--- config.mk ---
export PLATFORM = sky130hd
export DESIGN_NAME = inst_fetch_bridge
export DESIGN_NICKNAME = d
export VERILOG_FILES = /design/src/rtl/inst_fetch_bridge_pkg.sv /design/src/rtl/inst_fetch_bridge_fetch_line_buf.sv /design/src/rtl/inst_fetch_bridge.sv
export SDC_FILE = /design/constraint.sdc
export NUM_CORES = 1
export LEC_CHECK = 0
export CAP_MARGIN = 25
export CORE_MARGIN = 4
export CORE_UTILIZATION = 50
export DETAILED_ROUTE_END_ITERATION = 16
export GPL_TIMING_DRIVEN = 0
export HOLD_SLACK_MARGIN = 0.06
export PLACE_DENSITY_LB_ADDON = 0.12
export SLEW_MARGIN = 20
export SYNTH_ARGS = -nofsm -noshare
export SYNTH_HDL_FRONTEND = slang
export SYNTH_SLANG_ARGS = --single-unit
export TNS_END_PERCENT = 50
--- constraint.sdc ---
create_clock -name clk -period 10.46 [get_ports clk]
set_input_delay 3.138 -clock clk [delete_from_list [all_inputs] [get_ports clk]]
set_output_delay 3.138 -clock clk [all_outputs]
set_load 0.005 [all_outputs]
--- src/rtl/inst_fetch_bridge_pkg.sv ---
// Shared definitions for the instruction-fetch bridge.
//   fetch_state_t    : 2-bit fetch FSM encoding (IDLE/REQ/WAIT/ERR)
//   NOP_INST_DEFAULT : instruction returned whenever inst is not valid
//   LINE_OFF_W       : byte-offset width of one 64-bit line
//   select_word      : picks the 32-bit half of a line addressed by bit 2
package inst_fetch_bridge_pkg;

    typedef enum logic [1:0] {
        ST_IDLE = 2'd0,
        ST_REQ  = 2'd1,
        ST_WAIT = 2'd2,
        ST_ERR  = 2'd3
    } fetch_state_t;

    localparam logic [31:0] NOP_INST_DEFAULT = 32'h0000_0013;
    localparam int          LINE_OFF_W       = 3;

    function automatic logic [31:0] select_word(input logic [63:0] line, input logic upper);
        return upper ? line[63:32] : line[31:0];
    endfunction

endpackage

--- src/rtl/inst_fetch_bridge_fetch_line_buf.sv ---
// Single-entry 64-bit instruction line buffer.
//   clk, rst      : clock, asynchronous active-high reset
//   clear         : invalidate the line at the next edge (wins over fill)
//   fill          : write fill_tag/fill_data and mark the line valid
//   lookup_tag    : doubleword tag of the current fetch address
//   lookup_upper  : fetch address bit 2 (selects the upper word)
//   tag_match     : line is valid and holds lookup_tag
//   word          : selected 32-bit half of the stored line
module fetch_line_buf
    import inst_fetch_bridge_pkg::*;
#(
    parameter int ADDR_W = 64
) (
    input  logic                       clk,
    input  logic                       rst,
    input  logic                       clear,
    input  logic                       fill,
    input  logic [ADDR_W-LINE_OFF_W-1:0] fill_tag,
    input  logic [63:0]                fill_data,
    input  logic [ADDR_W-LINE_OFF_W-1:0] lookup_tag,
    input  logic                       lookup_upper,
    output logic                       tag_match,
    output logic [31:0]                word
);

    logic                         line_valid_reg;
    logic [ADDR_W-LINE_OFF_W-1:0] line_tag_reg;
    logic [63:0]                  line_data_reg;

    always_ff @(posedge clk or posedge rst) begin
        if (rst) begin
            line_valid_reg <= 1'b0;
            line_tag_reg   <= '0;
            line_data_reg  <= '0;
        end else if (clear) begin
            line_valid_reg <= 1'b0;
        end else if (fill) begin
            line_valid_reg <= 1'b1;
            line_tag_reg   <= fill_tag;
            line_data_reg  <= fill_data;
        end
    end

    assign tag_match = line_valid_reg && (lookup_tag == line_tag_reg);
    assign word      = select_word(line_data_reg, lookup_upper);

endmodule

--- src/rtl/inst_fetch_bridge.sv ---
// Instruction-fetch bridge between the core fetch port and a variable-latency
// memory with a valid/ready request channel and a valid-only response channel.
//   clk, rst                         : clock, asynchronous active-high reset
//   inst_ena, inst_addr, flush       : core fetch request / line invalidate
//   inst, inst_valid, if_stall       : fetched word, its validity, core hold
//   fetch_err, fetch_misalign        : bus error or timeout / misaligned PC
//   mem_req_valid/ready/addr         : doubleword read request channel
//   mem_rsp_valid/data/err           : single-cycle response channel
module inst_fetch_bridge
    import inst_fetch_bridge_pkg::*;
#(
    parameter int          ADDR_W   = 64,
    parameter int          TIMEOUT  = 255,
    parameter logic [31:0] NOP_INST = NOP_INST_DEFAULT
) (
    input  logic              clk,
    input  logic              rst,
    input  logic              inst_ena,
    input  logic [ADDR_W-1:0] inst_addr,
    input  logic              flush,
    output logic [31:0]       inst,
    output logic              inst_valid,
    output logic              if_stall,
    output logic              fetch_err,
    output logic              fetch_misalign,
    output logic              mem_req_valid,
    input  logic              mem_req_ready,
    output logic [ADDR_W-1:0] mem_req_addr,
    input  logic              mem_rsp_valid,
    input  logic [63:0]       mem_rsp_data,
    input  logic              mem_rsp_err
);

    localparam int TAG_W = ADDR_W - LINE_OFF_W;
    localparam int CNT_W = $clog2(TIMEOUT + 1);

    fetch_state_t      state_reg, state_next;
    logic [CNT_W-1:0]  wait_cnt_reg;
    logic              discard_reg;
    logic [ADDR_W-1:0] req_addr_reg;

    logic              aligned;
    logic              tag_match;
    logic [31:0]       line_word;
    logic              hit;
    logic              miss;
    logic              timeout_hit;
    logic              rsp_dropped;
    logic              fill;
    logic              err_accept;

    assign aligned     = (inst_addr[1:0] == 2'b00);
    assign hit         = (state_reg == ST_IDLE) && inst_ena && aligned && tag_match;
    assign miss        = inst_ena && aligned && !tag_match;
    // wait_cnt_reg counts completed WAIT cycles, so this is the TIMEOUT-th one.
    assign timeout_hit = (wait_cnt_reg == CNT_W'(TIMEOUT - 1));
    // A response is thrown away if the fetch was abandoned earlier or right now.
    assign rsp_dropped = discard_reg || flush;
    assign fill        = (state_reg == ST_WAIT) && mem_rsp_valid && !mem_rsp_err && !rsp_dropped;
    assign err_accept  = (state_reg == ST_WAIT) && mem_rsp_valid && mem_rsp_err && !rsp_dropped;

    fetch_line_buf #(
        .ADDR_W(ADDR_W)
    ) u_line_buf (
        .clk         (clk),
        .rst         (rst),
        .clear       (flush || err_accept),
        .fill        (fill),
        .fill_tag    (req_addr_reg[ADDR_W-1:LINE_OFF_W]),
        .fill_data   (mem_rsp_data),
        .lookup_tag  (inst_addr[ADDR_W-1:LINE_OFF_W]),
        .lookup_upper(inst_addr[2]),
        .tag_match   (tag_match),
        .word        (line_word)
    );

    always_ff @(posedge clk or posedge rst) begin
        if (rst) begin
            state_reg <= ST_IDLE;
        end else begin
            state_reg <= state_next;
        end
    end

    always_ff @(posedge clk or posedge rst) begin
        if (rst) begin
            req_addr_reg <= '0;
            wait_cnt_reg <= '0;
            discard_reg  <= 1'b0;
        end else begin
            if ((state_reg == ST_IDLE) && miss) begin
                req_addr_reg <= {inst_addr[ADDR_W-1:LINE_OFF_W], {LINE_OFF_W{1'b0}}};
            end
            if ((state_reg == ST_REQ) && mem_req_ready) begin
                wait_cnt_reg <= '0;
                // A flush coinciding with the handshake cannot retract the
                // request, so remember to drop its response.
                discard_reg  <= flush;
            end else if (state_reg == ST_WAIT) begin
                wait_cnt_reg <= wait_cnt_reg + 1'b1;
                if (state_next != ST_WAIT) begin
                    discard_reg <= 1'b0;
                end else if (flush) begin
                    discard_reg <= 1'b1;
                end
            end
        end
    end

    always_comb begin
        state_next     = state_reg;
        inst           = NOP_INST;
        inst_valid     = 1'b0;
        if_stall       = 1'b0;
        fetch_err      = 1'b0;
        fetch_misalign = 1'b0;
        mem_req_valid  = 1'b0;

        case (state_reg)
            ST_IDLE: begin
                if (miss) begin
                    state_next = ST_REQ;
                end
            end
            ST_REQ: begin
                if (mem_req_ready) begin
                    state_next = ST_WAIT;
                end else if (flush) begin
                    state_next = ST_IDLE;
                end
            end
            ST_WAIT: begin
                if (mem_rsp_valid) begin
                    state_next = (mem_rsp_err && !rsp_dropped) ? ST_ERR : ST_IDLE;
                end else if (timeout_hit) begin
                    state_next = ST_ERR;
                end
            end
            ST_ERR: begin
                // No retry: leave only when the core moves to another line or flushes.
                if (flush || (inst_addr[ADDR_W-1:LINE_OFF_W] != req_addr_reg[ADDR_W-1:LINE_OFF_W])) begin
                    state_next = ST_IDLE;
                end
            end
            default: state_next = ST_IDLE;
        endcase

        // Outputs fall to their idle values for as long as reset is held.
        if (!rst) begin
            fetch_misalign = inst_ena && !aligned;
            case (state_reg)
                ST_IDLE: begin
                    inst_valid = hit;
                    if (hit) begin
                        inst = line_word;
                    end
                    if_stall = miss;
                end
                ST_REQ: begin
                    mem_req_valid = 1'b1;
                    if_stall      = inst_ena && aligned;
                end
                ST_WAIT: begin
                    if_stall = inst_ena && aligned;
                end
                ST_ERR: begin
                    fetch_err = 1'b1;
                end
                default: ;
            endcase
        end
    end

    assign mem_req_addr = req_addr_reg;

endmodule

==> out/results.ini, run 1 <==
[layout]
seq_area_um2=4950
n_fill_cell=1429
drive_gt1_share_pct=17.8
multi_input_area_um2=4320
antenna_cells=0
final_cell_area_um2=12800
areaGrowthSynthToFinish_pct=34.0
fin_nets=1178
largest_reg_flops=64

[timing]
slew_viol_final=0
finalClockSkew_ps=10.2
fmax_ghz=0.104
hold_viol_final=0
slew_headroom_pct=33.9
hold_slack_ps=509
worst_slew_pin_slew_ps=991
period_share_pct=92.2
rsz0062_at_grt=no
setup_viol=0
fin_crit_ps=9640

[die]
start_util_pct=51.0
rows=50
die_width_um=146
io_pins=236
core_area_um2=18800
die_h_um=146
die_area_um2=21400

[grt]
grt_max_degree=80
grt_usage_pct=25.1
antenna_found_initial=1
grt_pass1_vias=7366
grt_first_pass_wirelength_um=41700
overflow=0

[drt]
wl_per_cell_um=20.6
drt_wl_total_um=26500
drc=0
drtAntennaViolNets=0
viasPerCell=5.44
first_iter_violations=343
drt_pass1_iterations=5
vias=6975

[power_and_ir_drop]
leakage_nw=5.74
power.density_nw_per_um2=227
peakVddDrop_v=0.000134

[clock_tree]
worst_skew_pair.late_latency_ps=430
cts_resized=0
clk_pin_slew_worst_paths_ps=70
cts_setup_buffers=0
clock_sinks=198
cts_hold_buf=0
cts_tree=built
cts-root-buf=clkbuf_16
max-clock-path-buffers=2
cts-buffers-inserted=17
htreeDepth=4

[synth]
synth_area_um2=9580
yosys_warnings=0
synth_seq_cells=198
yosysUniqueCellTypes=47
synth_edf_count=0
synth_area_per_cell_um2=12.2
syn_inst=782
ys.flop_type=dfrtp_1
ys_seq_area_share_pct=51.7
ys_async_sr_fraction_pct=100

[placed_design]
portBuffers=231
dp_hpwl_um=20000
dpl_cell_area_um2=12300
gp_congestion=0.833

[job]
cap_violations=0

[setup_path]
reg2regPathDepth=9
arrival_ps=6500
critPathLaunch=inst_addr[46]
start_kind=input pin
rr_startpoint=u_line_buf.line_tag_reg[43]$_DFFE_PP0P_
path_max_fanout=10
crit_type=input pin to output port
cp-end-kind=output port
crit_required_ps=7320

[worst_hold_path]
whs_path_depth=1
hold_path_class=flop to flop
min-delay-start=u_line_buf.line_data_reg[10]$_DFFE_PP0P_

[status]
status=complete, no violations

[cell usage in the layout, fill, tap and decap left out, types with 8 or more instances in the layout]
cell,count
o21ai_0,10
o21ai_1,14
nor4_1,20
dfrtp_1,198
inv_1,33
clkbuf_1,17
nand2_1,35
mux2i_1,33
nand4_1,17
xnor2_1,37
o22ai_1,9
clkbuf_16,17
clkdlybuf4s50_1,231
nor2_1,43
mux2_2,131
nor2b_1,10
mux2_1,35
xor2_1,59
buf_2,8
[layout make-up]
cell class,instances,area share (%)
Buffer,34,1.39
Tap cell,234,2.28
Multi-Input combinational cell,517,33.7
Clock inverter,14,1.11
Clock buffer,18,3.42
Sequential cell,198,38.6
Inverter,35,1.08
Timing Repair Buffer,233,18.4
[critical path, stage by stage]
cell and delay, ps:
clkdlybuf4s50_1 460, xor2_1 190, nor4_1 330, nand2_1 120, nor4_1 410, nand4_1 360
or3_1 490, buf_2 220, nor2_1 220, clkdlybuf4s50_1 550
[per-stage QoR]
step / setup TNS, ps / cells / total power [W] / setup slack, ps / util [%]
finish: 0 / 1283 / 0.00291 / 819 / 68.4
global route: 0 / 1283 / 0.00308 / 647 / 68.4
CTS: 0 / 1283 / 0.00293 / 739 / 68.4
detailed placement: 0 / 1251 / 0.00228 / 765 / 65.3
global placement: -215060 / 1249 / 0.00224 / -1100 / 65.0
floorplan: 0 / 784 / 0.00176 / 1920 / -
[cell usage after synthesis, types with 4 or more instances]
library cell	count	area, um^2
o21ai_1	14	70.1
xor2_1	59	517
mux2_2	131	1480
clkbuf_1	17	63.8
nor2b_1	10	62.6
inv_1	34	128
a22oi_1	5	37.5
o22ai_1	9	56.3
buf_2	8	40.0
ha_1	7	87.6
o21ai_0	10	50.1
nand2b_1	7	43.8
nor2_1	43	161
nand2_1	35	131
nand4_1	17	106
mux2i_1	33	330
buf_4	7	52.6
and3_1	4	25.0
dfrtp_1	198	4950
mux2_1	35	394
a21oi_1	6	30.0
xnor2_1	37	324
nor4_1	20	125
[per-layer routing]
metal | part of all wire (%) | vias to the layer above | global-route usage (%)
met5 | 0.072 | - | 0
met4 | 2.8 | 2 | 10.3
met3 | 9.1 | 39 | 7.88
met2 | 47 | 252 | 39.5
met1 | 41 | 3445 | 32.6
li1 | - | 3237 | -
[logic make-up after synthesis]
| logic type | count (synthesis) | synth area share, % |
|---|---|---|
| XOR/XNOR | 96 | 8.78 |
| AO/OA/AOI/OAI | 62 | 4.47 |
| flip-flops | 198 | 51.7 |
| other | 1 | 0.0391 |
| multiplexers | 199 | 23.0 |
| adder cells (fa/ha/maj) | 7 | 0.914 |
| AND/OR/NAND/NOR | 150 | 7.88 |
| buffers and inverters | 69 | 3.24 |
[report_power, final]
| group | switching [W] | total [W] | leakage [nW] | internal (W) |
|---|---|---|---|---|
| clock | 0.000306 | 0.000648 | 0.276 | 0.000342 |
| sequential | 0.000251 | 0.00130 | 2.57 | 0.00105 |
| combinational | 0.000375 | 0.000961 | 2.90 | 0.000585 |
| total | 0.000932 | 0.00291 | 5.74 | 0.00198 |
[path summary, 6_finish.rpt]
check	to	slack (ps)
min	u_line_buf.line_data_reg[10]$_DFFE_PP0P_	510
max in group asynchronous	mem_req_addr[61]$_DFFE_PP0N_	6110
min reg2reg	u_line_buf.line_data_reg[10]$_DFFE_PP0P_	510
max	inst[18]	820
min in group asynchronous	u_line_buf.line_data_reg[56]$_DFFE_PP0P_	3280
max reg2reg	mem_req_addr[31]$_DFFE_PP0N_	7460
(Power assumes the default switching activity.)
==> run 2, diff against run 1 <==
--- a/config.mk
+++ b/config.mk
@@ -12,7 +12,6 @@
 export GPL_TIMING_DRIVEN = 0
 export HOLD_SLACK_MARGIN = 0.06
 export PLACE_DENSITY_LB_ADDON = 0.12
-export SLEW_MARGIN = 20
 export SYNTH_ARGS = -nofsm -noshare
 export SYNTH_HDL_FRONTEND = slang
 export SYNTH_SLANG_ARGS = --single-unit
==> run 2 against run 1 <==
Net effect: hold slack about the same; critical endpoint unchanged; clock power increased by 2%; largest power group unchanged; combinational power about the same; register-to-register slack got worse by 20 ps; first-iteration DRC count increased by 5.8%; setup slack improved by 30 ps; sequential share of layout area increased by 0.083 points; count of clock-buffer cells in the layout unchanged.
==> out/results.ini, run 2 (same netlist as run 1, synthesis figures left out) <==
[drt]
drtAntennaViolNets=0  ; unchanged
wl_per_cell_um=21.0  ; +1.6%
first_iter_violations=363  ; +5.8%
drt_wl_total_um=26900  ; +1.5%
drc=0  ; unchanged
vias=7046  ; +1.0%
drt_pass1_iterations=4  ; -1
viasPerCell=5.50  ; +1.1%

[setup_path]
path_max_fanout=10  ; unchanged
crit_chain=clkdlybuf4s50_1 -> xor2_1 -> nor4_1 -> nand2_1 -> nor4_1 -> nand4_1 -> or3_1 -> buf_2 -> nor2_1 -> clkdlybuf4s50_1
start_kind=input pin
cp-end-kind=output port
crit_type=input pin to output port
crit_slowest_cell=clkdlybuf4s50_1
crit_required_ps=7320  ; about the same
slowest_delay_ps=550  ; about the same
arrival_ps=6470  ; -30 ps

[timing]
worst_slack_ps=849  ; +29.8 ps
rsz0062_at_grt=no
fin_crit_ps=9610  ; -29.8 ps
hold_viol_final=0  ; unchanged
setup_viol=0  ; unchanged
slew_headroom_pct=28.8  ; -5.1 points
fmax_ghz=0.104  ; +0.31%
worst_slew_pin_slew_ps=1070  ; +76.6 ps
hold_slack_ps=509  ; -0.0320 ps
finalClockSkew_ps=12.0  ; +1.76 ps
fin_setup_tns_ps=0  ; unchanged
slew_viol_final=0  ; unchanged
period_share_pct=91.9  ; -0.28 points

[grt]
grt_first_pass_wirelength_um=41500  ; -0.42%
antenna_found_initial=0  ; -1
grt_max_degree=125  ; +56%
grt_pass1_vias=7296  ; -0.95%
grt_usage_pct=25.2  ; +0.030 points
overflow=0  ; unchanged

[layout]
layout.cells.most_common=clkdlybuf4s50_1
final_cell_mix=clkdlybuf4s50_1, dfrtp_1, mux2_2
fin_nets=1177  ; -0.085%
largest_reg_flops=64  ; unchanged
antenna_cells=0  ; unchanged
areaGrowthSynthToFinish_pct=33.7
drive_gt1_share_pct=17.7  ; -0.078 points
post_layout_nonfiller_instances=1282  ; -0.078%

[die]
rows=50  ; unchanged
die_area_um2=21400  ; unchanged
start_util_pct=51.0  ; unchanged
core_area_um2=18800  ; unchanged
io_pins=236  ; unchanged
die_h_um=146  ; unchanged
die_width_um=146  ; unchanged

[status]
status=complete, no violations

[placed_design]
portBuffers=231  ; unchanged
dp_hpwl_um=20000  ; -0.17%
dp.cells=1250  ; -0.080%
gp_congestion=0.833  ; unchanged
dp_slack_ps=785  ; +20.3 ps

[clock_tree]
max-clock-path-buffers=2  ; unchanged
clk_pin_slew_worst_paths_ps=70  ; about the same
cts_hold_buf=0  ; unchanged
clock_sinks=198  ; unchanged
cts-root-buf=clkbuf_16
cts_resized=0  ; unchanged
worst_skew_pair.late_latency_ps=440  ; about the same
cts-buffers-inserted=17  ; unchanged
htreeDepth=4  ; unchanged
cts_setup_buffers=0  ; unchanged
cts_tree=built

[job]
cap_violations=0  ; unchanged

[power_and_ir_drop]
power.density_nw_per_um2=228  ; +0.66%
leakage_nw=5.72  ; -0.33%
peakVddDrop_v=0.000140  ; +4.9%

[worst_hold_path]
hold_path_class=flop to flop

## run 2: layer usage
metal / share of wire [%] / track usage, % / vias to the layer above
met2: 47 / 40.3 / 260
met3: 8.3 / 8.22 / 41
li1: - / - / 3236
met4: 2.5 / 8.14 / 0
met1: 42 / 32.6 / 3509
met5: 0 / 0 / -
## run 2: critical path: cells and delay by family
family	cells	cell delay (ps)
AND/OR/NAND/NOR	6	1920
XOR/XNOR	1	190
buffers and inverters	3	1230
## run 2: stage by stage
step / util [%] / area (um^2) / total power [W]
final: 68.2 / 12800 / 0.00292
after global routing: 68.2 / 12800 / 0.00308
after CTS: 68.2 / 12800 / 0.00294
after detailed placement: 65.1 / 12200 / 0.00228
after global placement: 65.0 / 12200 / 0.00224
after floorplan: - / 9590 / 0.00176
## run 2: worst paths after layout
path                                                            endpoint  cells past startpoint                                      from  slack [ps]
worst max-delay path                                            inst[18]                     10                             inst_addr[46]         850
worst min register to register  u_line_buf.line_data_reg[25]$_DFFE_PP0P_                      1  u_line_buf.line_data_reg[25]$_DFFE_PP0P_         510
max in group asynchronous        u_line_buf.line_tag_reg[33]$_DFFE_PP0P_                      3                                       rst        6080
worst min-delay path            u_line_buf.line_data_reg[25]$_DFFE_PP0P_                      1  u_line_buf.line_data_reg[25]$_DFFE_PP0P_         510
worst max register to register              mem_req_addr[31]$_DFFE_PP0N_                      9   u_line_buf.line_tag_reg[13]$_DFFE_PP0P_        7440
min in group asynchronous       u_line_buf.line_data_reg[27]$_DFFE_PP0P_                      2                                       rst        3510
## run 2: final cells by class
class | instances | area (um^2)
repair buffers | 232 | 2340
clock inverters | 14 | 143
well taps | 234 | 293
fillers | 1459 | 5960
flip-flops and latches | 198 | 4950
clock buffers | 18 | 439
inverters | 35 | 139
multi-input cells | 517 | 4320
plain buffers | 34 | 179
## run 2: where the power goes
part           internal [W]  switching, W
registers           0.00105      0.000254
logic              0.000584      0.000376
clock network      0.000342      0.000316
